### src/rtl/storage_pkg.sv
// Shared types and request-field helpers for the storage read-service stage.
// A request word is {core_number, addr}.
package storage_pkg;

  // Service FSM states
  typedef enum logic [1:0] {
    S_IDLE  = 2'd0,
    S_ISSUE = 2'd1,
    S_WAIT  = 2'd2,
    S_RESP  = 2'd3
  } state_e;

  localparam int NUM_W  = 4;
  localparam int ADDR_W = 8;
  localparam int REQ_W  = NUM_W + ADDR_W;

  // Core number field of a request word
  function automatic logic [NUM_W-1:0] req_num(input logic [REQ_W-1:0] req);
    return req[REQ_W-1:ADDR_W];
  endfunction

  // Storage address field of a request word
  function automatic logic [ADDR_W-1:0] req_addr(input logic [REQ_W-1:0] req);
    return req[ADDR_W-1:0];
  endfunction

endpackage

### src/rtl/storage_req_fifo.sv
// Synchronous request FIFO with registered full flag and occupancy count.
// The head entry is read asynchronously so the server can pop and latch it
// in the same cycle. A push while full is ignored.
module storage_req_fifo #(
  parameter int DEPTH = 8,
  parameter int WIDTH = 12
) (
  input  logic                     clk,
  input  logic                     rst,
  input  logic                     push,
  input  logic                     pop,
  input  logic [WIDTH-1:0]         wr_data,
  output logic [WIDTH-1:0]         rd_data,
  output logic                     full,
  output logic                     empty,
  output logic [$clog2(DEPTH):0]   count
);

  localparam int PTR_W = $clog2(DEPTH);
  localparam int CNT_W = PTR_W + 1;

  logic [WIDTH-1:0] mem_q [DEPTH];
  logic [PTR_W-1:0] wr_ptr_q, wr_ptr_d;
  logic [PTR_W-1:0] rd_ptr_q, rd_ptr_d;
  logic [CNT_W-1:0] count_q, count_d;
  logic             full_q, full_d;
  logic             do_push, do_pop;

  assign do_push = push && !full_q;
  assign do_pop  = pop && (count_q != '0);

  // Pointer and occupancy bookkeeping; pointers wrap naturally (power-of-two depth)
  always_comb begin
    wr_ptr_d = wr_ptr_q;
    rd_ptr_d = rd_ptr_q;
    count_d  = count_q;
    if (do_push) wr_ptr_d = wr_ptr_q + PTR_W'(1);
    if (do_pop)  rd_ptr_d = rd_ptr_q + PTR_W'(1);
    case ({do_push, do_pop})
      2'b10:   count_d = count_q + CNT_W'(1);
      2'b01:   count_d = count_q - CNT_W'(1);
      default: count_d = count_q;
    endcase
    full_d = (count_d == CNT_W'(DEPTH));
  end

  // State registers
  always_ff @(posedge clk) begin
    if (rst) begin
      wr_ptr_q <= '0;
      rd_ptr_q <= '0;
      count_q  <= '0;
      full_q   <= 1'b0;
    end else begin
      wr_ptr_q <= wr_ptr_d;
      rd_ptr_q <= rd_ptr_d;
      count_q  <= count_d;
      full_q   <= full_d;
    end
  end

  // Storage array write; contents need no reset since pointers gate validity
  always_ff @(posedge clk) begin
    if (do_push) mem_q[wr_ptr_q] <= wr_data;
  end

  assign rd_data = mem_q[rd_ptr_q];
  assign full    = full_q;
  assign empty   = (count_q == '0);
  assign count   = count_q;

endmodule

### src/rtl/storage_req_server.sv
// Shared read-service stage: queues {core_number, addr} requests, performs
// one storage read at a time and returns the data with a one-hot txn_done.
// Optional macro STORAGE_REQ_BYPASS_EN lets a request arriving at an idle,
// empty block skip the FIFO and issue one cycle earlier.
module storage_req_server #(
  parameter int DEPTH       = 8,
  parameter int NUM_CORES   = 4,
  parameter int ADDR_W      = 8,
  parameter int DATA_W      = 32,
  parameter int NUM_W       = 4,
  parameter int MEM_LATENCY = 2
) (
  input  logic                     clk,
  input  logic                     rst,
  input  logic                     req_wr,
  input  logic [NUM_W+ADDR_W-1:0]  req_data,
  output logic                     req_full,
  output logic [$clog2(DEPTH):0]   req_count,
  output logic                     mem_en,
  output logic [ADDR_W-1:0]        mem_addr,
  input  logic [DATA_W-1:0]        mem_rdata,
  output logic [DATA_W-1:0]        rsp_data,
  output logic [NUM_CORES-1:0]     txn_done,
  output logic                     err_overflow,
  output logic                     err_badnum
);

  import storage_pkg::*;

  localparam int                 LAT_W    = (MEM_LATENCY > 1) ? $clog2(MEM_LATENCY) : 1;
  localparam logic [LAT_W-1:0]   LAT_LOAD = LAT_W'(MEM_LATENCY - 1);
  localparam logic [NUM_W-1:0]   MAX_NUM  = NUM_W'(NUM_CORES);

`ifdef STORAGE_REQ_BYPASS_EN
  localparam bit BYPASS_EN = 1'b1;
`else
  localparam bit BYPASS_EN = 1'b0;
`endif

  state_e                  state_q, state_d;
  logic [NUM_W-1:0]        num_q, num_d;
  logic [LAT_W-1:0]        lat_q, lat_d;
  logic                    mem_en_q, mem_en_d;
  logic [ADDR_W-1:0]       mem_addr_q, mem_addr_d;
  logic [DATA_W-1:0]       rsp_q, rsp_d;
  logic [NUM_CORES-1:0]    txn_q, txn_d;
  logic                    ovf_q, ovf_d;
  logic                    bad_q, bad_d;

  logic                    fifo_push, fifo_pop, fifo_empty;
  logic [NUM_W+ADDR_W-1:0] fifo_rd, head;
  logic                    take, bypass;

  storage_req_fifo #(
    .DEPTH (DEPTH),
    .WIDTH (NUM_W + ADDR_W)
  ) u_fifo (
    .clk     (clk),
    .rst     (rst),
    .push    (fifo_push),
    .pop     (fifo_pop),
    .wr_data (req_data),
    .rd_data (fifo_rd),
    .full    (req_full),
    .empty   (fifo_empty),
    .count   (req_count)
  );

  // Service FSM: pick up a request, issue the read, wait out the latency, respond
  always_comb begin
    state_d    = state_q;
    num_d      = num_q;
    lat_d      = lat_q;
    mem_addr_d = mem_addr_q;
    rsp_d      = rsp_q;
    bad_d      = bad_q;
    mem_en_d   = 1'b0;
    fifo_pop   = 1'b0;
    take       = 1'b0;
    bypass     = 1'b0;
    head       = fifo_rd;
    case (state_q)
      S_IDLE: begin
        if (BYPASS_EN && fifo_empty && req_wr) begin
          bypass = 1'b1;
          take   = 1'b1;
          head   = req_data;
        end else if (!fifo_empty) begin
          fifo_pop = 1'b1;
          take     = 1'b1;
        end
        if (take) begin
          // Unknown requesters are dropped without touching storage
          if (req_num(head) == '0 || req_num(head) > MAX_NUM) begin
            bad_d = 1'b1;
          end else begin
            num_d      = req_num(head);
            mem_addr_d = req_addr(head);
            mem_en_d   = 1'b1;
            state_d    = S_ISSUE;
          end
        end
      end
      S_ISSUE: begin
        lat_d   = LAT_LOAD;
        state_d = S_WAIT;
      end
      S_WAIT: begin
        if (lat_q == '0) begin
          rsp_d   = mem_rdata;
          state_d = S_RESP;
        end else begin
          lat_d = lat_q - LAT_W'(1);
        end
      end
      S_RESP:  state_d = S_IDLE;
      default: state_d = S_IDLE;
    endcase
    // A write while full is dropped even if a pop happens in the same cycle
    fifo_push = req_wr && !bypass;
    ovf_d     = ovf_q || (req_wr && req_full);
  end

  // One-hot completion, raised for the cycle the FSM sits in RESP
  for (genvar gi = 0; gi < NUM_CORES; gi++) begin : g_done
    assign txn_d[gi] = (state_d == S_RESP) && (num_q == NUM_W'(gi + 1));
  end

  // State registers; reset abandons any in-flight read
  always_ff @(posedge clk) begin
    if (rst) begin
      state_q    <= S_IDLE;
      num_q      <= '0;
      lat_q      <= '0;
      mem_en_q   <= 1'b0;
      mem_addr_q <= '0;
      rsp_q      <= '0;
      txn_q      <= '0;
      ovf_q      <= 1'b0;
      bad_q      <= 1'b0;
    end else begin
      state_q    <= state_d;
      num_q      <= num_d;
      lat_q      <= lat_d;
      mem_en_q   <= mem_en_d;
      mem_addr_q <= mem_addr_d;
      rsp_q      <= rsp_d;
      txn_q      <= txn_d;
      ovf_q      <= ovf_d;
      bad_q      <= bad_d;
    end
  end

  assign mem_en       = mem_en_q;
  assign mem_addr     = mem_addr_q;
  assign rsp_data     = rsp_q;
  assign txn_done     = txn_q;
  assign err_overflow = ovf_q;
  assign err_badnum   = bad_q;

endmodule

### config.mk
export PLATFORM = sky130hd
export DESIGN_NAME = storage_req_server
export DESIGN_NICKNAME = d
export VERILOG_FILES = /design/src/rtl/storage_pkg.sv /design/src/rtl/storage_req_fifo.sv /design/src/rtl/storage_req_server.sv
export SDC_FILE = /design/constraint.sdc
export NUM_CORES = 1
export LEC_CHECK = 0
export ABC_CLOCK_PERIOD_IN_PS = 2900
export BUFFER_PORTS_ARGS = -buffer_cell sky130_fd_sc_hd__buf_2
export CAP_MARGIN = 5
export CELL_PAD_IN_SITES_DETAIL_PLACEMENT = 0
export CELL_PAD_IN_SITES_GLOBAL_PLACEMENT = 1
export CORE_UTILIZATION = 40
export DETAILED_ROUTE_END_ITERATION = 8
export GPL_TIMING_DRIVEN = 0
export HOLD_SLACK_MARGIN = 0.03
export PLACE_DENSITY_LB_ADDON = 0.05
export SLEW_MARGIN = 10
export SYNTH_ARGS = -nofsm -noshare
export SYNTH_HDL_FRONTEND = slang
export SYNTH_SLANG_ARGS = --single-unit
### constraint.sdc
create_clock -name clk -period 2.9 [get_ports clk]
set_input_delay 0.29 -clock clk [delete_from_list [all_inputs] [get_ports clk]]
set_output_delay 0.29 -clock clk [all_outputs]
set_load 0.05 [all_outputs]
# Word level (Yosys, flattened, before mapping)
# Memories as Yosys holds them, arrays and structs flattened. A register that Yosys moved wholly into a read port is not among the register bits.
# Cells that the tools add are included.
dict set report totals {
  register_bits 65
  ram_bits 96
  inputBits 47
  out_inout_bits 52
  elab_cells 69
  memories 1
}
# memory words word_bits read_ports rd_clocked_by_memory_dff write_ports line_no
set mem_list {}
lappend mem_list {u_fifo.mem_q 8 12 1 1 1 storage_req_fifo.sv:22} ;# logic [WIDTH-1:0] mem_q [DEPTH];
dict set report classes {
  n_addsub 5
  magnitude_cmp 1
  eq_ne 11
  muxes 15
  bitwise 4
  n_reduce_logical 19
}
# cell n
set op_table {}
lappend op_table {{$eq A2 B2 Y1 const B} 4}
lappend op_table {{$eq A4 B2 Y1 const B} 2}
lappend op_table {{$logic_not A4 Y1} 2}
lappend op_table {{$pmux W2 S4} 1}
lappend op_table {{$pmux W4 S2} 1}
lappend op_table {{$logic_and A1 B1 Y1} 7}
lappend op_table {{$mux W1} 7}
lappend op_table {{$add A3 B1 Y3 const B} 2}
lappend op_table {{$mux W2} 3}
lappend op_table {{$mux W3} 2}
lappend op_table {{$reduce_and A3 Y1} 2}
lappend op_table {{$add A4 B1 Y4 const B} 1}
lappend op_table {{$eq A2 B1 Y1 const B} 2}
lappend op_table {{$eq A4 B1 Y1 const B} 1}
lappend op_table {{$eq A4 B3 Y1 const B} 1}
lappend op_table {{$eq A4 B4 Y1 const B} 1}
lappend op_table {{$gt A4 B3 Y1 const B} 1}
lappend op_table {{$not A1 Y1} 4}
lappend op_table {{$reduce_bool A4 Y1} 1}
lappend op_table {{$sub A4 B1 Y4 const B} 1}
lappend op_table {{$reduce_or A3 Y1} 1}
lappend op_table {{$logic_not A2 Y1} 1}
lappend op_table {{$logic_or A1 B1 Y1} 2}
lappend op_table {{$pmux W1 S2} 1}
lappend op_table {{other kinds (4)} 4}

# Depth between registers and ports, before layout
# Gate-level depths: netlist of run 1.
dict set report logic_depth {
  word_depth 7
  ltp_mapped 13
  ltp_nobuf 11
}

# Modules after synthesis
# A second synthesis of run 1 with hierarchy kept.
dict set report unflattened {
  hier_cells 459
  area_unflattened_um2 6438.7
}
# module n_inst cells_each area_per_inst_um2 seq_area_each_um2
set modules_own_cells {}
lappend modules_own_cells {storage_req_fifo 1 220 4317.9 3163.0}
lappend modules_own_cells {storage_req_server 1 239 2120.8 1081.0}

# Worst setup path after synthesis of run 1
# Ideal clock, no wire load.
dict set report synth_path {
  kind {reg-to-reg}
  start {register u_fifo.count_q[1] (netlist: u_fifo.count[1])}
  end {register u_fifo.full_q (netlist: u_fifo.full)}
  arrival_time_ns 2.910
  t_required_ns 2.786
  path_slack_ns -0.124
  path_stages_with_launch 13
  path_buffers 2
  period_less_slack_ns 3.024
  cell_sequence {dfxtp_1 or4_1 and2_1 buf_2 ha_1 clkbuf_1 xor2_1 ha_1 a21oi_1 xor2_1 nor2_1 xor2_1 a2111oi_0}
}
dict set report synth_via {
  elab_chain_len 7
  elab_cells_between_ends 11
  classes_between {add/sub: 2; eq/ne: 3; mux: 3; reduce/logical: 3}
}
# element line_no
set synth_lines {}
lappend synth_lines {{from (decl)} storage_req_fifo.sv:25} ;# logic [CNT_W-1:0] count_q, count_d;
lappend synth_lines {{from (signal assigned)} storage_req_fifo.sv:57} ;# count_q <= count_d;
lappend synth_lines {{$logic_not A4 Y1} storage_req_fifo.sv:69} ;# assign empty = (count_q == '0);
lappend synth_lines {{$mux W1} storage_req_server.sv:88} ;# end else if (!fifo_empty) begin
lappend synth_lines {{$mux W1} storage_req_server.sv:82} ;# case (state_q)
lappend synth_lines {{$logic_and A1 B1 Y1} storage_req_fifo.sv:30} ;# assign do_pop = pop && (count_q != '0);
lappend synth_lines {{$eq A2 B1 Y1 or $eq A2 B2 Y1 (tied branches)} storage_req_fifo.sv:39} ;# case ({do_push, do_pop})
lappend synth_lines {{$pmux W4 S2 *} storage_req_fifo.sv:39}
lappend synth_lines {{$eq A4 B4 Y1 *} storage_req_fifo.sv:44} ;# full_d = (count_d == CNT_W'(DEPTH));
lappend synth_lines {{to (signal assigned)} storage_req_fifo.sv:58} ;# full_q <= full_d;
lappend synth_lines {{to (decl)} storage_req_fifo.sv:26} ;# logic full_q, full_d;
# Mark *: on every way between the ends. The rest lies on a longest branch, timed or not.
# A chain may end at the register's enable or synchronous reset.

# Worst setup path in the final report of run 1
# Ends and elaborated chain as after synthesis.

==> reports/qor.yml, run 1 <==
place:
  placed_cell_area_um2: 7210
  place_hpwl_mm: 8.67
  dp_slack_ns: -0.171
  dp.cells: 761
  io_buffers: 97
  gp_congestion: 0.732
critical_path:
  max_stage_delay_ns: 0.58
  end_kind: "flop"
  cp.buffers_inverters: 1
  cp.arrival_ns: 3.03
  ff2ff_setup_slack_ns: 0.18
  slowest_stage: "or4_1"
  setup.worst_path.start_class: "flop"
  worstSetupPathType: "reg2reg"
  crit_path_frequent_cell: "xor2_1"
  startpoint: "u_fifo.count[1]"
  rr_startpoint: "u_fifo.count[1]"
  reg2reg_to: "u_fifo.full"
  crit_chain: "or4_1 -> and2_1 -> buf_2 -> ha_2 -> xor2_1 -> ha_1 -> a21oi_2 -> xor2_1 -> nor2_1 -> xor2_1 -> a2111oi_2"
  ff2ff_path_depth: 11
  worst_ep_required_time_ns: 3.21
  critPathTopFamily: "simple AND/OR/NAND/NOR gates"
  cp_max_fo: 7
clock_network:
  htreeDepth: 4
  clkTransAtPathRegs_ns: 0.06
  clk_path_buf_depth: 2
  cts.sinks: 164
  cts_root_buffer: "clkbuf_16"
  cts_made_buffers: 17
  clk_latency_ns: 0.42
  cts_tree: "yes"
detailed_routing:
  drtAntennaViolNets: 0
  vias: 3751
  drt_iter0_drc: 203
  routed_wl_mm: 12.8
  first_pass_iters: 4
  vias_per_cell: 4.74
  wl_per_cell_um: 16.2
  drc: 0
synthesis:
  synth_area_per_cell_um2: 14.2
  yosys.cell_types.count: 42
  syn_inst: 450
  synth_edf_count: 96
  syn_nets: 505
  ys_ff_latch: 164
  synth_ff_type: "edfxtp_1"
  async_flop_share_pct: 0
  netlist_area_um2: 6400
  synth_seq_area_share_pct: 66.4
  yosysWarnings: 0
floorplan:
  die_x_um: 128
  die_y_um: 128
  coreArea_um2: 15400
  initial_core_util_pct: 41.5
  ios: 99
  rows: 45
  die_area_um2: 16500
sta:
  fmax_mhz: 368
  fin_crit_sh_pct: 93.8
  finalHoldViolCount: 0
  rsz0062_at_grt: "no"
  finalClockSkew_ns: 0.0103
  fin_crit_ns: 2.72
  slew_headroom_pct: 41.3
  worst_slew_pin_slew_ns: 0.879
  setup-violations-final: 0
  tns_ns: 0
  finalMaxSlewViolations: 0
  timing.final.ws_setup_ns: 0.179
global_routing:
  grt_pass1_wl_mm: 20.1
  grtUsageMet2_pct: 28.3
  top_usage_layer: "met2"
  grtUsageMet1_pct: 20.0
  antenna_found_initial: 0
  overflow: 0
  grt_pass1_vias: 3734
  gr-usage-met3_pct: 5.41
  grt_max_degree: 17
  grt_use_total_pct: 16.7
final_layout:
  design_area_um2: 7830
  nFillCells: 1387
  register_area_um2: 4250
  areaGrowthSynthToFinish_pct: 22.5
  nets: 623
  drive_gt1_share_pct: 31.2
  layout_commonest_cell: "buf_2"
  multiInputGateArea_um2: 2050
  antenna_cells: 0
  fin_cells: 791
  layout_common_cells: "101 x buf_2, 96 x edfxtp_1, 69 x nand2_1"
job:
  max-cap-violations: 0
worst_hold_path:
  hp-start: "mem_rdata[10]"
  hold_depth: 3
  hold_class: "in2reg"
  hold_end: "rsp_data[10]"
run_status:
  status: "complete, no violations"
power_and_ir_drop:
  vdd_drop_max_mv: 0.416
  power_leakage_nw: 2.93
  p_per_area_nw_per_um2: 936
worst min-delay path: stages:
cell and delay [ns]:
buf_2 0.10, nand2_1 0.04, a21oi_1 0.05
worst max path at each step:
stage | end | slack, ns | cells after the start
4_1_cts | u_fifo.full | 0.07 | 11
6_report | u_fifo.full | 0.18 | 11
3_5_place_dp | u_fifo.full | -0.17 | 12
5_1_grt | u_fifo.full | 0.02 | 11
2_1_floorplan | u_fifo.full | 0.008 | 12
3_3_place_gp | u_fifo.full | -0.30 | 12
metrics by stage:
stage,power [mW],hold slack [ns],util (%)
floorplan,4.53,0.389,-
global placement,5.01,0.439,46.3
detailed placement,5.06,0.446,46.7
CTS,7.41,0.0814,50.7
global route,7.70,0.0886,50.8
finish,7.33,0.102,50.8
cell families (layout without fill, tap and decap cells):
kind of cell	after synthesis	in the layout	synth area share, %
adders and majority gates	8	8	1.57
xor gates and xnor gates	8	8	1.10
and+or+nand+nor	137	137	9.59
buffers and inverters	31	161	2.25
DFF	164	164	66.4
AOI/OAI and AO/OA	52	52	5.28
muxes	50	50	13.9
area by class of cell:
type | count | share of cell area [%]
buffer | 25 | 1.55
clock buffer | 20 | 5.58
clock inverter | 11 | 2.24
inverter | 5 | 0.240
multi-input combinational | 255 | 26.1
sequential | 164 | 54.2
tap | 211 | 3.37
timing repair buffer | 100 | 6.68
layer usage:
metal | part of all wire, % | up-vias
met5 | 0 | -
met1 | 44 | 1769
li1 | - | 1868
met4 | 0.92 | 0
met2 | 50 | 102
met3 | 5.5 | 12
cells in the mapped netlist, types with 2 or more instances:
library cell,instances,area (um^2)
edfxtp_1,96,2880
nand2_1,69,259
dfxtp_1,68,1360
a21oi_1,38,190
nor2_1,33,124
clkbuf_1,14,52.6
mux2i_1,14,140
mux4_2,13,293
nor2b_1,13,81.3
mux4_1,11,289
ha_1,8,100
mux2_4,8,120
nand2b_1,8,50.1
xor2_1,6,52.6
buf_1,5,18.8
inv_1,5,18.8
buf_2,4,20.0
buf_6,3,33.8
mux2_2,3,33.8
nor3_1,3,15.0
a2111oi_2,2,30.0
a211oi_1,2,15.0
a22oi_1,2,15.0
or3_1,2,12.5
or4_1,2,15.0
xnor2_1,2,17.5
repair_timing:
item / in CTS / in global routing
endpoints found under the hold margin: 0 / 0
gates resized for setup: 3 / 1
pin swaps: 0 / 1
setup buffers: 0 / 0
hold buffers: 0 / 0
setup endpoints to repair: 1 / 1
state kept, by name, indices dropped and copies added (netlist names), 2 cells and up, named ones only:
register         cells
mem_addr             8
u_fifo.mem_q        96
rsp_data            32
u_fifo.rd_ptr_q      3
txn_done             4
state_q              2
u_fifo.count         4
u_fifo.wr_ptr_q      3
num_q                4
power by group:
| part | internal [mW] | switching [mW] | total, mW |
|---|---|---|---|
| Sequential | 2.73 | 0.145 | 2.88 |
| Combinational | 0.772 | 1.35 | 2.12 |
| Clock | 1.44 | 0.892 | 2.34 |
| Total | 4.95 | 2.38 | 7.33 |
No activity file was read; power rests on OpenSTA's default activity.
==> run 2, diff against run 1 <==
- CORE_MARGIN: not set -> 5
==> reports/qor.yml, run 2 (synthesized netlist as in run 1, its figures left out) <==
floorplan:
  ios: 99
  die_y_um: 136
  coreArea_um2: 15800
  die_x_um: 136
  initial_core_util_pct: 40.6
  rows: 46
  die_area_um2: 18600
sta:
  slew_headroom_pct: 45.0
  rsz0062_at_grt: "no"
  worst_slew_pin_slew_ns: 0.825
  fin_crit_ns: 2.68
  finalHoldViolCount: 0
  finalMaxSlewViolations: 0
  finalClockSkew_ns: 0.00688
  fmax_mhz: 373
  setup-violations-final: 0
  fin_crit_sh_pct: 92.5
clock_network:
  clkTransAtPathRegs_ns: 0.07
  post_cts_buffers: 0
  cts_root_buffer: "clkbuf_16"
  cts_tree: "yes"
  clk_path_buf_depth: 2
  clk_latency_ns: 0.42
  cts.sinks: 164
  cts_made_buffers: 17
  htreeDepth: 4
detailed_routing:
  wl_per_cell_um: 16.2
  drc: 0
  first_pass_iters: 4
  wl_met2_mm: 6.30
  drt_iter0_drc: 199
  drtAntennaViolNets: 0
  routed_wl_mm: 12.9
  vias: 3765
  wl_met1_mm: 5.55
  routed.top_layer: "met4"
  vias_per_cell: 4.74
  wl_met3_um: 783
critical_path:
  end_kind: "flop"
  worst_ep_required_time_ns: 3.20
  setup.worst_path.start_class: "flop"
  cp.arrival_ns: 2.98
  worstSetupPathType: "reg2reg"
  cp_max_fo: 7
job:
  max-cap-violations: 0
final_layout:
  nFillCells: 1473
  regMostFlops: "u_fifo.mem_q"
  fin_cells: 795
  drive_gt1_share_pct: 32.0
  antenna_cells: 0
  nets: 622
  layout_commonest_cell: "buf_2"
  layout_common_cells: "100 x buf_2, 96 x edfxtp_1, 69 x nand2_1"
  areaGrowthSynthToFinish_pct: 22.1
  largest_reg_flops: 96
global_routing:
  grt_pass1_vias: 3627
  grt_pass1_wl_mm: 19.8
  grt_use_total_pct: 14.4
  overflow: 0
  grt_max_degree: 17
  antenna_found_initial: 0
place:
  io_buffers: 97
  gp_congestion: 0.694
  place_hpwl_mm: 8.97
  dp.cells: 766
worst_hold_path:
  hold_class: "in2reg"
power_and_ir_drop:
  finalPower_mw: 7.22
  power_frac_comb_pct: 29.6
  switching_share_pct: 33.5
  clkPwrFrac_pct: 30.5
  sequentialPowerShare_pct: 39.8
  p_sw_mw: 2.42
  p_int_mw: 4.80
  vdd_drop_max_mv: 0.396
  power_leakage_nw: 2.93
  p_per_area_nw_per_um2: 924
run_status:
  status: "complete, no violations"
## run 2: changes by cell type in the layout (fill, tap and decap cells not counted), moves of 2 or more
cell        before  now
clkinvlp_4       2    0
clkinv_2         1    3
clkinv_4         1    4
bufinv_16        4    2
clkbuf_1        16   13
inv_8            0    2
## run 2: through the flow
stage	setup TNS, ns	hold WS [ns]	setup WS (ns)	util, %	area [um^2]
2_1_floorplan	0	0.389	0.00836	-	6400
3_3_place_gp	-7.12	0.439	-0.317	45.4	7160
3_5_place_dp	-0.227	0.444	-0.227	45.7	7210
4_1_cts	0	0.0801	0.0528	49.4	7790
5_1_grt	0	0.0926	0.0649	49.5	7810
6_report	0	0.0966	0.218	49.5	7810
## run 2: routing by layer
metal,global-route usage [%],up-vias
li1,-,1875
met1,17.7,1788
met2,23.9,83
met3,4.33,19
met4,5.49,0
met5,0,-
## run 2: area by class of cell
| class | count | area (um^2) | share of cell area, % |
|---|---|---|---|
| clock buffers | 17 | 425 | 5.45 |
| inverters | 5 | 18.8 | 0.240 |
| repair buffers | 100 | 515 | 6.60 |
| clock inverters | 14 | 155 | 1.99 |
| multi-input cells | 255 | 2060 | 26.4 |
| well taps | 216 | 270 | 3.46 |
| plain buffers | 24 | 116 | 1.49 |
| flip-flops and latches | 164 | 4250 | 54.4 |
## run 2: final timing paths
path / from / to / slack (ns) / cells after the start
worst max-delay path: u_fifo.count[1] / u_fifo.full / 0.22 / 10
worst min-delay path: mem_rdata[20] / rsp_data[20] / 0.1 / 3
worst max register to register: u_fifo.count[1] / u_fifo.full / 0.22 / 10
worst min register to register: rsp_data[24] / rsp_data[24] / 0.45 / 2
## run 2: what timing repair did
action                                  CTS  global route
gates resized for setup                   2             6
hold buffers                              0             0
hold endpoints to repair                  0             0
pin swaps                                 1             1
endpoints found under the setup margin    1             2
## run 2: critical path, stage by stage (launching register included)
cell       delay [ns]
dfxtp_2          0.36
or4_4            0.56
and2_4           0.22
ha_4             0.19
xor2_1           0.14
ha_1             0.19
a21oi_2          0.11
xor2_1           0.15
nor2_1           0.06
xor2_1           0.17
a2111oi_2        0.41
## run 2: power groups by stage
stage               Sequential (mW)  Combinational (mW)  Clock (mW)
CTS                            2.87                2.15        2.26
global route                   2.91                2.34        2.35
global placement               2.92                2.10           0
finish                         2.87                2.14        2.20
detailed placement             2.92                2.13           0
floorplan                      3.37                1.16           0
